[config.mk]
export PLATFORM = sky130hd
export DESIGN_NAME = regs_wb_ctrl_flat
export DESIGN_NICKNAME = d
export VERILOG_FILES = /design/src/rtl/regs_wb_ctrl_pkg.sv /design/src/rtl/regs_wb_ctrl_if.sv /design/src/rtl/regs_wb_ctrl_sb.sv /design/src/rtl/regs_wb_ctrl.sv /design/src/flat_wrapper.sv
export SDC_FILE = /design/constraint.sdc
export NUM_CORES = 1
export LEC_CHECK = 0
export ABC_AREA = 0
export BUFFER_PORTS_ARGS = -buffer_cell sky130_fd_sc_hd__buf_4
export CAP_MARGIN = 10
export CORE_UTILIZATION = 37
export DETAILED_ROUTE_END_ITERATION = 8
export GPL_ROUTABILITY_DRIVEN = 0
export SETUP_SLACK_MARGIN = 0.3
export SYNTH_ARGS = -nofsm -noshare
export SYNTH_HDL_FRONTEND = slang
export SYNTH_SLANG_ARGS = --single-unit
[constraint.sdc]
create_clock -name clk -period 4.5 [get_ports clk]
set_clock_uncertainty 0.05 [all_clocks]
set_input_delay 0.9 -clock clk [delete_from_list [all_inputs] [get_ports clk]]
set_output_delay 0.9 -clock clk [all_outputs]
set_load 0.01 [all_outputs]
[src/rtl/regs_wb_ctrl_pkg.sv]
// regs_wb_ctrl_pkg: shared widths, types and hazard helper for the write-back controller
package regs_wb_ctrl_pkg;
  localparam int REGS_NUM = 32;
  localparam int ADDR_W = 5;
  localparam int DATA_W = 32;
  localparam int STARVE_MAX = 4;
  localparam int CNT_W = $clog2(STARVE_MAX + 1);
  typedef logic [ADDR_W-1:0] reg_addr_t;
  typedef logic [DATA_W-1:0] word_t;
  typedef logic [REGS_NUM-1:0] pend_t;
  typedef struct packed {
    logic valid;
    reg_addr_t addr;
    word_t data;
  } wb_t;
  // A register draining this cycle is not a hazard: the regfile bypasses its write data to reads
  function automatic logic hz(pend_t p, reg_addr_t a, logic drain, reg_addr_t da);
    return p[a] && a != '0 && !(drain && da == a);
  endfunction
endpackage

[src/rtl/regs_wb_ctrl_if.sv]
// regs_wb_ctrl_if: EX/LSU/ID/regfile signals around the write-back controller
interface regs_wb_ctrl_if;
  import regs_wb_ctrl_pkg::*;
  logic ex_wb_valid;
  reg_addr_t ex_wb_addr;
  word_t ex_wb_data;
  logic ex_stall;
  logic lsu_wb_valid;
  logic lsu_wb_ready;
  reg_addr_t lsu_wb_addr;
  word_t lsu_wb_data;
  logic id_issue;
  logic id_issue_long;
  reg_addr_t id_rd_addr;
  reg_addr_t id_rs1_addr;
  reg_addr_t id_rs2_addr;
  logic id_stall;
  reg_addr_t regs_rd_addr;
  word_t regs_rd_data;
  modport master(
    output ex_wb_valid, ex_wb_addr, ex_wb_data, lsu_wb_valid, lsu_wb_addr, lsu_wb_data,
           id_issue, id_issue_long, id_rd_addr, id_rs1_addr, id_rs2_addr,
    input  ex_stall, lsu_wb_ready, id_stall, regs_rd_addr, regs_rd_data
  );
  modport slave(
    input  ex_wb_valid, ex_wb_addr, ex_wb_data, lsu_wb_valid, lsu_wb_addr, lsu_wb_data,
           id_issue, id_issue_long, id_rd_addr, id_rs1_addr, id_rs2_addr,
    output ex_stall, lsu_wb_ready, id_stall, regs_rd_addr, regs_rd_data
  );
endinterface

[src/rtl/regs_wb_ctrl_sb.sv]
// regs_wb_ctrl_sb: pending-load scoreboard raising the ID stall on RAW/WAW hazards
module regs_wb_ctrl_sb
  import regs_wb_ctrl_pkg::*;
(
  input  logic      clk,
  input  logic      rest,
  input  logic      issue_long,
  input  reg_addr_t rd,
  input  reg_addr_t rs1,
  input  reg_addr_t rs2,
  input  logic      drain,
  input  reg_addr_t drain_addr,
  output logic      id_stall
);
  pend_t pending;
  logic set;
  always_comb begin
    id_stall = rest & (hz(pending, rs1, drain, drain_addr) | hz(pending, rs2, drain, drain_addr)
             | hz(pending, rd, drain, drain_addr));
    set = issue_long & ~id_stall & (rd != '0);
  end
  // The set is written last so a same-cycle set and clear of one register leaves it pending
  always_ff @(posedge clk)
    if (!rest) pending <= '0;
    else begin
      if (drain) pending[drain_addr] <= 1'b0;
      if (set) pending[rd] <= 1'b1;
    end
endmodule

[src/rtl/regs_wb_ctrl.sv]
// regs_wb_ctrl: shares the regfile write port between EX and a buffered LSU result
module regs_wb_ctrl
  import regs_wb_ctrl_pkg::*;
(
  input logic          clk,
  input logic          rest,
  regs_wb_ctrl_if.slave bus
);
  wb_t buf_q;
  logic [CNT_W-1:0] starve_cnt;
  logic drain, contend, accept, id_stall;
  always_comb begin
    drain = buf_q.valid & ~bus.ex_wb_valid;
    contend = buf_q.valid & bus.ex_wb_valid;
    bus.lsu_wb_ready = rest & ~buf_q.valid;
    accept = bus.lsu_wb_valid & bus.lsu_wb_ready;
    bus.regs_rd_addr = !rest ? '0 : bus.ex_wb_valid ? bus.ex_wb_addr : buf_q.valid ? buf_q.addr : '0;
    bus.regs_rd_data = (!rest || bus.regs_rd_addr == '0) ? '0 : bus.ex_wb_valid ? bus.ex_wb_data : buf_q.data;
    bus.id_stall = id_stall;
  end
  // One-cycle EX bubble after the held load has lost STARVE_MAX arbitrations in a row
  always_ff @(posedge clk)
    if (!rest) begin
      buf_q <= '0;
      starve_cnt <= '0;
      bus.ex_stall <= 1'b0;
    end else begin
      if (accept) buf_q <= '{1'b1, bus.lsu_wb_addr, bus.lsu_wb_data};
      else if (drain) buf_q.valid <= 1'b0;
      starve_cnt <= drain ? '0 : contend ? starve_cnt + 1'b1 : starve_cnt;
      bus.ex_stall <= contend && starve_cnt == CNT_W'(STARVE_MAX - 1);
    end
  regs_wb_ctrl_sb u_sb (
    .clk        (clk),
    .rest       (rest),
    .issue_long (bus.id_issue & bus.id_issue_long),
    .rd         (bus.id_rd_addr),
    .rs1        (bus.id_rs1_addr),
    .rs2        (bus.id_rs2_addr),
    .drain      (drain),
    .drain_addr (buf_q.addr),
    .id_stall   (id_stall)
  );
  a_no_ex_in_bubble: assert property (@(posedge clk) disable iff (!rest) !(bus.ex_stall && bus.ex_wb_valid))
    else $error("EX result presented during ex_stall bubble");
endmodule

[src/flat_wrapper.sv]
// flat-port wrapper written by rule: the top's interface ports become plain ports
module regs_wb_ctrl_flat import regs_wb_ctrl_pkg::*;
  (clk, rest, bus_ex_wb_valid, bus_ex_wb_addr, bus_ex_wb_data, bus_lsu_wb_valid, bus_lsu_wb_addr, bus_lsu_wb_data, bus_id_issue, bus_id_issue_long, bus_id_rd_addr, bus_id_rs1_addr, bus_id_rs2_addr, bus_ex_stall, bus_lsu_wb_ready, bus_id_stall, bus_regs_rd_addr, bus_regs_rd_data);
  regs_wb_ctrl_if bus_i ();
  input logic clk;
  input logic rest;
  input wire logic [$bits(bus_i.ex_wb_valid)-1:0] bus_ex_wb_valid;
  input wire logic [$bits(bus_i.ex_wb_addr)-1:0] bus_ex_wb_addr;
  input wire logic [$bits(bus_i.ex_wb_data)-1:0] bus_ex_wb_data;
  input wire logic [$bits(bus_i.lsu_wb_valid)-1:0] bus_lsu_wb_valid;
  input wire logic [$bits(bus_i.lsu_wb_addr)-1:0] bus_lsu_wb_addr;
  input wire logic [$bits(bus_i.lsu_wb_data)-1:0] bus_lsu_wb_data;
  input wire logic [$bits(bus_i.id_issue)-1:0] bus_id_issue;
  input wire logic [$bits(bus_i.id_issue_long)-1:0] bus_id_issue_long;
  input wire logic [$bits(bus_i.id_rd_addr)-1:0] bus_id_rd_addr;
  input wire logic [$bits(bus_i.id_rs1_addr)-1:0] bus_id_rs1_addr;
  input wire logic [$bits(bus_i.id_rs2_addr)-1:0] bus_id_rs2_addr;
  output wire logic [$bits(bus_i.ex_stall)-1:0] bus_ex_stall;
  output wire logic [$bits(bus_i.lsu_wb_ready)-1:0] bus_lsu_wb_ready;
  output wire logic [$bits(bus_i.id_stall)-1:0] bus_id_stall;
  output wire logic [$bits(bus_i.regs_rd_addr)-1:0] bus_regs_rd_addr;
  output wire logic [$bits(bus_i.regs_rd_data)-1:0] bus_regs_rd_data;
  assign bus_i.ex_wb_valid = bus_ex_wb_valid;
  assign bus_i.ex_wb_addr = bus_ex_wb_addr;
  assign bus_i.ex_wb_data = bus_ex_wb_data;
  assign bus_i.lsu_wb_valid = bus_lsu_wb_valid;
  assign bus_i.lsu_wb_addr = bus_lsu_wb_addr;
  assign bus_i.lsu_wb_data = bus_lsu_wb_data;
  assign bus_i.id_issue = bus_id_issue;
  assign bus_i.id_issue_long = bus_id_issue_long;
  assign bus_i.id_rd_addr = bus_id_rd_addr;
  assign bus_i.id_rs1_addr = bus_id_rs1_addr;
  assign bus_i.id_rs2_addr = bus_id_rs2_addr;
  assign bus_ex_stall = bus_i.ex_stall;
  assign bus_lsu_wb_ready = bus_i.lsu_wb_ready;
  assign bus_id_stall = bus_i.id_stall;
  assign bus_regs_rd_addr = bus_i.regs_rd_addr;
  assign bus_regs_rd_data = bus_i.regs_rd_data;
  regs_wb_ctrl u_core (.clk(clk), .rest(rest), .bus(bus_i));
endmodule
# --- After elaboration in Yosys (flattened, before gate mapping) ---
# Cells that the tools add are included.
op_classes:
  eq_ne: 4
  n_addsub: 1
  n_mux: 20
  n_bitwise: 17
  reduce_logical: 23
  n_lt_le_gt_ge: 6
ops:
  columns: ["operator", "n"]
  rows:
  - ["32-bit 2-to-1 mux", 5]
  - ["32-bit bitwise AND", 1]
  - ["32-bit inverter", 1]
  - ["32-bit bitwise OR", 1]
  - ["5-bit by 6-bit < comparator with 1-bit output (second input constant)", 4]
  - ["1-bit binary-select mux with 5-bit select", 3]
  - ["5-bit == test", 3]
  - ["5-bit 2-to-1 mux", 3]
  - ["5-bit nonzero test", 3]
  - ["1-bit logical AND", 12]
  - ["1-bit demux with 5-bit select", 2]
  - ["5-bit by 1-bit >= comparator with 1-bit output (second input constant)", 2]
  - ["1-bit bitwise AND", 8]
  - ["1-bit 2-to-1 mux", 7]
  - ["5-bit logical NOT", 1]
  - ["1-bit logical NOT", 4]
  - ["1-bit inverter", 4]
  - ["3-bit by 1-bit adder with 3-bit output (second input constant)", 1]
  - ["3-bit by 2-bit == test with 1-bit output (second input constant)", 1]
  - ["1-bit bitwise OR", 2]
  - ["2-bit nonzero test", 1]
  - ["2-bit OR reduction", 1]
  - ["1-bit logical OR", 1]
word_totals:
  wordCells: 77
  reg_bits: 74
  input_bits: 95

# --- Logic depth before layout (Yosys ltp) ---
# Gate-level depths: netlist (run 1).
logic_depth:
  depth_word: 12
  depth_mapped: 8
  ltp_nobuf: 6

# --- By module ---
# A second synthesis (run 1) with hierarchy kept.
unflattened:
  cells_unflattened: 581
  area_unflattened_um2: 5350.1
modules_own_cells:
  columns: ["mod", "seq_area_each_um2", "instances", "cells_each", "area_per_inst_um2"]
  rows:
  - ["regs_wb_ctrl_sb", 640.6, 1, 295, 2778.9]
  - ["regs_wb_ctrl", 840.8, 1, 286, 2571.2]

# --- Least setup slack after synthesis (run 1) ---
# Ideal clock, no wire load.
synth_timing:
  path_kind: "input -> output"
  from: "input bus_id_rs1_addr[0]"
  to: "output bus_id_stall"
  path_stages: 8
  required_ns: 3.550
  slack_ns: 0.878
  path_buffers: 2
  arrival_ns: 2.672
  cell_sequence: "buf_2 -> mux4_2 -> o41ai_1 -> a31oi_1 -> o2111ai_1 -> o21ai_2 -> buf_6 -> or2_2"
synth_via:
  elab_chain_len: 7
synth_rtl:
  columns: ["element", "line_no", "text"]
  rows:
  - ["from (decl)", "flat_wrapper.sv:16", "input wire logic [$bits(bus_i.id_rs1_addr)-1:0] bus_id_rs1_addr;"]
  - ["1-bit binary-select mux with 5-bit select or 5-bit == test (tied branches)", "regs_wb_ctrl_pkg.sv:18", "return p[a] && a != '0 && !(drain && da == a);"]
  - ["1-bit 2-to-1 mux (implied by the code) or 1-bit logical AND (tied branches)", "regs_wb_ctrl_pkg.sv:18", null]
  - ["1-bit logical AND or 1-bit logical NOT (tied branches)", "regs_wb_ctrl_pkg.sv:18", null]
  - ["1-bit logical AND *", "regs_wb_ctrl_pkg.sv:18", null]
  - ["1-bit bitwise OR *", "regs_wb_ctrl_sb.sv:18", "id_stall = rest & (hz(pending, rs1, drain, drain_addr) | hz(pending, rs2, drain, drain_addr)"]
  - ["1-bit bitwise OR *", "regs_wb_ctrl_sb.sv:19", "| hz(pending, rd, drain, drain_addr));"]
  - ["1-bit bitwise AND *", "regs_wb_ctrl_sb.sv:18", null]
  - ["to (decl)", "flat_wrapper.sv:20", "output wire logic [$bits(bus_i.id_stall)-1:0] bus_id_stall;"]
# Mark *: on every way between the ends. The rest lies on a longest branch, timed or not. The select of a mux whose other input is x is not followed.

# --- Final worst setup path (run 1) ---
layout_timing:
  from: "input bus_id_rs2_addr[1]"
  to: "output bus_id_stall"
layout_via:
  elab_chain_len: 7
layout_rtl:
  columns: ["element", "line_no", "text"]
  rows:
  - ["from (decl)", "flat_wrapper.sv:17", "input wire logic [$bits(bus_i.id_rs2_addr)-1:0] bus_id_rs2_addr;"]
  - ["1-bit binary-select mux with 5-bit select or 5-bit == test (tied branches)", "regs_wb_ctrl_pkg.sv:18", null]
  - ["1-bit 2-to-1 mux (implied by the code) or 1-bit logical AND (tied branches)", "regs_wb_ctrl_pkg.sv:18", null]
  - ["1-bit logical AND or 1-bit logical NOT (tied branches)", "regs_wb_ctrl_pkg.sv:18", null]
  - ["1-bit logical AND *", "regs_wb_ctrl_pkg.sv:18", null]
  - ["1-bit bitwise OR *", "regs_wb_ctrl_sb.sv:18", null]
  - ["1-bit bitwise OR *", "regs_wb_ctrl_sb.sv:19", null]
  - ["1-bit bitwise AND *", "regs_wb_ctrl_sb.sv:18", null]
# Marks and branches as above.

==> flow_metrics.env, run 1 <==
export IMPL_cts_buffers_inserted=9
export IMPL_setup_violations_final=0
export IMPL_drv_slew=0
export IMPL_fmax_ghz=0.267
export IMPL_root_buffer="clkbuf_16"
export IMPL_criticalPathCategory="input port to output pin"
export IMPL_period_share_pct=83.1
export IMPL_final_util_pct=49.5
export IMPL_grt_pass1_vias=4512
export IMPL_synth_fp_nets=621
export IMPL_vias=4743
export IMPL_yosys_area_top_type_share_pct=31.5
export IMPL_die_w_um=115
export IMPL_synth_flop_cell="dfxtp_1"
export IMPL_r2r_start="u_core.buf_q[35]"
export IMPL_antenna_cells=0
export IMPL_ant_nets=0
export IMPL_regToRegSetupSlack_ns=1.97
export IMPL_syn_inst=524
export IMPL_relSlewSlack_pct=51.3
export IMPL_io_pins=135
export IMPL_dpl_cell_area_um2=5740
export IMPL_dieArea_um2=13200
export IMPL_leakage_nw=2.68
export IMPL_dr_pass1_iters=5
export IMPL_post_route_cell_area_um2=6050
export IMPL_area_growth_pct=28.5
export IMPL_synth_area_top_cells="dfxtp_1 31%, mux4_2 8.1%, nand2_1 7.7%"
export IMPL_grt_pass1_wl_mm=24.2
export IMPL_power_density_nw_per_um2=294
export IMPL_hp_class="flip-flop to flip-flop"
export IMPL_drive_gt1_share_pct=32.5
export IMPL_r2r_worst_path_cells=7
export IMPL_status="complete, no violations"
export IMPL_async_flop_share_pct=0
export IMPL_crit_path_end_kind="output pin"
export IMPL_grt_max_degree=40
export IMPL_tightest_slew_ns=0.729
export IMPL_tns_ns=0
export IMPL_hold_path_depth=2
export IMPL_peakVddDrop_uv=157
export IMPL_worst_setup_path_start_kind="input port"
export IMPL_hold_ws_ns=0.405
export IMPL_clk_pin_slew_ns=0.06
export IMPL_ys_warn_count=0
export IMPL_yosysSeqAreaShare_pct=31.5
export IMPL_start_util_pct=38.6
export IMPL_io_buffers=134
export IMPL_cts_hold_fix_buffers=0
export IMPL_cts_resized=0
export IMPL_vias_per_cell=5.91
export IMPL_overflow=0
export IMPL_period_minus_slack_ns=3.74
export IMPL_clkSinkCount=74
export IMPL_cts_tree="yes"
export IMPL_track_usage_pct=23.9
export IMPL_dr_first_iter_drc_count=281
export IMPL_cp_arrival_ns=2.79
export IMPL_holdCritStartpoint="u_core.buf_q[22]"
export IMPL_rows=40
export IMPL_synthMostInstantiatedCell="nand2_1"
export IMPL_yosysTopAreaCell="dfxtp_1"
export IMPL_clockBufferDepth=2
export IMPL_synth_seq_cells=74
export IMPL_htree_levels=3
export IMPL_drc=0
export IMPL_drv_cap=0
export IMPL_routedWlPerCell_um=19.4
export IMPL_worstPathRequired_ns=3.55
export IMPL_hold_violations=0
export IMPL_synth_edf_count=0
export IMPL_coreArea_um2=12200
export IMPL_dp_hpwl_mm=11.1
export IMPL_rsz0062_at_grt="no"
export IMPL_antenna_found_initial=0
export IMPL_layout_nets=726
export IMPL_die_y_um=115
export IMPL_clkLatencyLatePin_ns=0.34
export IMPL_hold_path_end="u_core.buf_q[22]"
export IMPL_totalPowerFinal_w=0.00178
export IMPL_synth_avg_cell_area_um2=8.99
export IMPL_synth_commonest_cells="97 x nand2_1, 74 x dfxtp_1, 54 x nor2_1"
export IMPL_yosysUniqueCellTypes=56
export IMPL_syn_area_um2=4710
export IMPL_rr_endpoint="u_core.u_sb.pending[16]"
export IMPL_drt_total_wl_mm=15.6
export IMPL_postCtsSetupBuffers=0
export IMPL_path_max_fanout=10
-- flip-flops by register name, summed over array words and instances, names as in the netlist --
name	flops
u_core.buf_q	38
u_core.bus.ex_stall	1
u_core.starve_cnt	3
u_core.u_sb.pending	32
-- kinds of logic (layout without fill, tap and decap cells) --
kind of cell / Yosys count / after routing / synth area share [%]
xor+xnor: 15 / 15 / 2.79
simple gates: 224 / 224 / 21.1
buf+inv: 55 / 165 / 6.38
mux: 60 / 60 / 19.4
compound gates: 94 / 94 / 18.3
fa+ha+maj: 2 / 2 / 0.531
flops: 74 / 74 / 31.5
-- worst max-delay path, stage by stage --
cell     delay (ns)
buf_4          0.17
mux4_2         0.52
nor2b_4        0.14
a211o_1        0.28
a31oi_1        0.23
o21ai_2        0.08
or2_2          0.31
buf_4          0.16
-- report_power, final --
group          switching, W  leakage, nW  internal, W
logic              0.000168         1.93     0.000143
clock network      0.000299        0.153     0.000463
registers         0.0000252        0.603     0.000680
total              0.000492         2.68      0.00129
-- how the worst max path moves through the flow --
stage | from | cells past startpoint | end
final | bus_id_rs2_addr[1] | 8 | bus_id_stall
after global routing | bus_id_rs2_addr[1] | 8 | bus_id_stall
after CTS | bus_id_rs2_addr[1] | 8 | bus_id_stall
after detailed placement | bus_id_rd_addr[0] | 7 | bus_id_stall
after global placement | bus_id_rd_addr[0] | 7 | bus_id_stall
after floorplan | bus_id_rs1_addr[0] | 8 | bus_id_stall
-- cell type report --
| cell class | count | area, um^2 |
|---|---|---|
| Clock inverter | 5 | 60.1 |
| Inverter | 5 | 18.8 |
| Clock buffer | 11 | 253 |
| Tap cell | 168 | 210 |
| Timing Repair Buffer | 144 | 1080 |
| Multi-Input combinational cell | 395 | 2950 |
| Sequential cell | 74 | 1480 |
| Fill cell | 1183 | 6160 |
-- placed cells by master, fill, tap and decap left out, types with 3 or more instances in the layout --
cell / count
nand3b_1: 4
o41ai_2: 18
a22oi_1: 3
nand2_1: 97
nand2b_1: 7
a31oi_1: 3
o211ai_1: 31
mux4_1: 6
o21ai_0: 4
buf_4: 144
dfxtp_1: 74
mux4_2: 17
clkbuf_16: 9
inv_1: 4
nor4_1: 3
mux2i_1: 35
nand3_1: 43
xnor2_1: 9
xor2_1: 6
o41ai_1: 14
a21oi_1: 6
nor2_1: 53
-- through the flow --
stage                     std cells  worst slack, ns
after CTS                       802            0.759
after detailed placement        786            0.823
after global routing            802            0.732
final                           802            0.761
after floorplan                 524            0.878
after global placement          786            0.838
-- metal layers --
metal / routed length [um] / up-vias / GRT usage [%]
met5: 0 / - / 0
met4: 529 / 0 / 11.9
met3: 1340 / 45 / 4.59
met2: 7470 / 268 / 39.0
met1: 6260 / 2289 / 30.2
li1: - / 2141 / -
Note: power is estimated with default switching activity, not from simulation.
==> run 2: changes to the inputs <==
- ABC_AREA: 0 -> 1
- clock period: 4.5 -> 3.7 ns (I/O delays scaled with it)
==> run 2 against run 1 <==
Cell area up 5.9%. Synthesized cell count grew 54%. Flip-flop and latch count is the same. Critical path depth grew 3. Area after synthesis rose by 7.6%. Via count up 19%. Critical endpoint unchanged. Highest routed layer unchanged.
==> flow_metrics.env, run 2 <==
export IMPL_dr_pass1_iters=5
export IMPL_synthMostInstantiatedCell="nand2_1"
export IMPL_io_pins=135
export IMPL_yosysTopAreaCell="dfxtp_1"
export IMPL_yosysSeqAreaShare_pct=29.2
export IMPL_synth_area_top_cells="dfxtp_1 29%, nand2_1 10%, nor2_1 9.4%"
export IMPL_hold_path_end="u_core.buf_q[8]"
export IMPL_grt_pass1_vias=5236
export IMPL_cts_tree="yes"
export IMPL_vias_per_cell=5.16
export IMPL_synth_seq_cells=74
export IMPL_drt_total_wl_mm=17.1
export IMPL_synth_flop_cell="dfxtp_1"
export IMPL_ant_nets=0
export IMPL_p_int_w=0.00147
export IMPL_layout_nets=1013
export IMPL_rr_endpoint="u_core.u_sb.pending[31]"
export IMPL_drv_cap=0
export IMPL_leakage_nw=2.67
export IMPL_period_minus_slack_ns=3.19
export IMPL_setup_violations_final=0
export IMPL_netSwitchingFraction_pct=30.5
export IMPL_die_y_um=119
export IMPL_largest_reg_flops=38
export IMPL_r2r_start="u_core.buf_q[37]"
export IMPL_dp_hpwl_mm=12.6
export IMPL_layout_commonest_cell="buf_4"
export IMPL_clockPowerShare_pct=37.2
export IMPL_htree_levels=3
export IMPL_start_util_pct=38.1
export IMPL_grt_max_degree=53
export IMPL_crit_path_end_kind="output pin"
export IMPL_rows=42
export IMPL_cp_slowest_cell="a21oi_1"
export IMPL_hold_path_depth=2
export IMPL_post_place_cells=1081
export IMPL_regToRegSetupSlack_ns=1.16
export IMPL_drv_slew=0
export IMPL_status="complete, no violations"
export IMPL_tns_ns=0
export IMPL_multi_input_comb_area_um2=2960
export IMPL_vias=5662
export IMPL_criticalPathCategory="input port to output pin"
export IMPL_synth_avg_cell_area_um2=6.27
export IMPL_area_growth_pct=26.3
export IMPL_fmax_ghz=0.314
export IMPL_clkSinkCount=74
export IMPL_root_buffer="clkbuf_16"
export IMPL_combPwrFrac_pct=22.6
export IMPL_rsz0062_at_grt="no"
export IMPL_r2r_worst_path_cells=13
export IMPL_cp_arrival_ns=2.40
export IMPL_cts_resized=0
export IMPL_holdCritStartpoint="u_core.buf_q[8]"
export IMPL_peakVddDrop_uv=177
export IMPL_cts_buffers_inserted=9
export IMPL_worst_path_largest_cell_delay_ns=0.36
export IMPL_hold_violations=0
export IMPL_dr_first_iter_drc_count=453
export IMPL_worstPathRequired_ns=2.91
export IMPL_postCtsSetupBuffers=0
export IMPL_largest_registers="u_core.buf_q (38), u_core.u_sb.pending (32), u_core.starve_cnt (3)"
export IMPL_yosys_area_top_type_share_pct=29.2
export IMPL_syn_inst=809
export IMPL_antenna_cells=0
export IMPL_synth_commonest_cells="135 x nand2_1, 127 x nor2_1, 94 x inv_1"
export IMPL_final_cell_mix="143 x buf_4, 134 x nand2_1, 127 x nor2_1, 93 x inv_1, 85 x a21oi_1"
export IMPL_grt_pass1_wl_mm=27.3
export IMPL_clockBufferDepth=2
export IMPL_hp_class="flip-flop to flip-flop"
export IMPL_regMostFlops="u_core.buf_q"
export IMPL_ys_warn_count=0
export IMPL_overflow=0
export IMPL_io_buffers=134
export IMPL_drc=0
export IMPL_p_seq_share_pct=40.2
export IMPL_die_w_um=119
export IMPL_synth_fp_nets=906
export IMPL_syn_area_um2=5070
export IMPL_final_seq_area_um2=1480
export IMPL_antenna_found_initial=0
export IMPL_period_share_pct=86.2
export IMPL_hold_ws_ns=0.401
export IMPL_coreArea_um2=13300
export IMPL_yosysUniqueCellTypes=31
export IMPL_worst_setup_path_start_kind="input port"
export IMPL_p_switching_w=0.000647
export IMPL_routedWlPerCell_um=15.6
export IMPL_clk_pin_slew_ns=0.06
export IMPL_synth_edf_count=0
export IMPL_track_usage_pct=24.4
export IMPL_relSlewSlack_pct=61.8
export IMPL_path_cells="buf_4 > clkinv_1 > a21oi_1 > nand4_1 > nor2_1 > nor2_1 > nand2_1 > nand3_2 > nand2_4 > inv_1 > buf_4"
export IMPL_tightest_slew_ns=0.573
export IMPL_n_fill_cell=1442
export IMPL_final_util_pct=48.2
export IMPL_power_density_nw_per_um2=331
export IMPL_drive_gt1_share_pct=25.1
export IMPL_cts_hold_fix_buffers=0
export IMPL_dieArea_um2=14200
export IMPL_async_flop_share_pct=0
export IMPL_path_max_fanout=11
export IMPL_final_instance_count_excl_fill=1097
export IMPL_clkLatencyLatePin_ns=0.34
-- run 2: worst max path at each step --
stage | start | to | slack (ns) | cells past startpoint
after floorplan | bus_ex_wb_valid | bus_regs_rd_data[0] | 0.72 | 10
after global placement | bus_id_rs1_addr[1] | bus_id_stall | 0.46 | 11
after detailed placement | bus_id_rs1_addr[1] | bus_id_stall | 0.55 | 11
after CTS | bus_id_rs1_addr[1] | bus_id_stall | 0.53 | 11
after global routing | u_core.buf_q[37] | bus_regs_rd_data[24] | 0.37 | 11
final | bus_id_rs1_addr[1] | bus_id_stall | 0.51 | 11
-- run 2: routing by layer --
layer | GRT usage, % | up-vias | share of wire [%] | wire [um]
met5 | 0 | - | 0 | 0
met2 | 39.0 | 198 | 47 | 8060
met1 | 32.7 | 2597 | 44 | 7430
met3 | 3.74 | 25 | 7.0 | 1200
met4 | 10.1 | 0 | 2.2 | 375
li1 | - | 2842 | - | -
-- run 2: power groups by stage --
stage               registers [W]  logic, W  clock network (W)
floorplan                0.000857  0.000288                  0
global placement         0.000869  0.000477                  0
detailed placement       0.000869  0.000477                  0
CTS                      0.000852  0.000479           0.000810
global route             0.000855  0.000526           0.000843
finish                   0.000852  0.000479           0.000790
-- run 2: final cells by class --
| cell class | count | share of cell area, % |
|---|---|---|
| Tap cell | 176 | 3.44 |
| Timing Repair Buffer | 144 | 17.1 |
| Clock inverter | 6 | 0.528 |
| Sequential cell | 74 | 23.1 |
| Inverter | 100 | 5.96 |
| Clock buffer | 10 | 3.58 |
| Multi-Input combinational cell | 587 | 46.3 |
-- run 2: logic make-up after synthesis --
group	count (synthesis)	share of synthesized area [%]
AND/OR/NAND/NOR	379	34.6
AO/OA/AOI/OAI	202	22.5
buffers and inverters	148	12.5
flip-flops	74	29.2
XOR/XNOR	4	0.691
adder cells (fa/ha/maj)	2	0.494
-- run 2: metrics by stage --
| step | instance area, um^2 | setup WS, ns | power, W |
|---|---|---|---|
| global route | 6400 | 0.374 | 0.00222 |
| finish | 6400 | 0.512 | 0.00212 |
| detailed placement | 6140 | 0.545 | 0.00135 |
| CTS | 6400 | 0.534 | 0.00214 |
| global placement | 6140 | 0.461 | 0.00135 |
| floorplan | 5070 | 0.725 | 0.00115 |
-- run 2: worst max-delay path, delay by kind of cell --
kind                   cells  cell delay [ns]
AOI/OAI and AO/OA          1             0.36
and+or+nand+nor            6             0.64
buffers and inverters      4             0.66
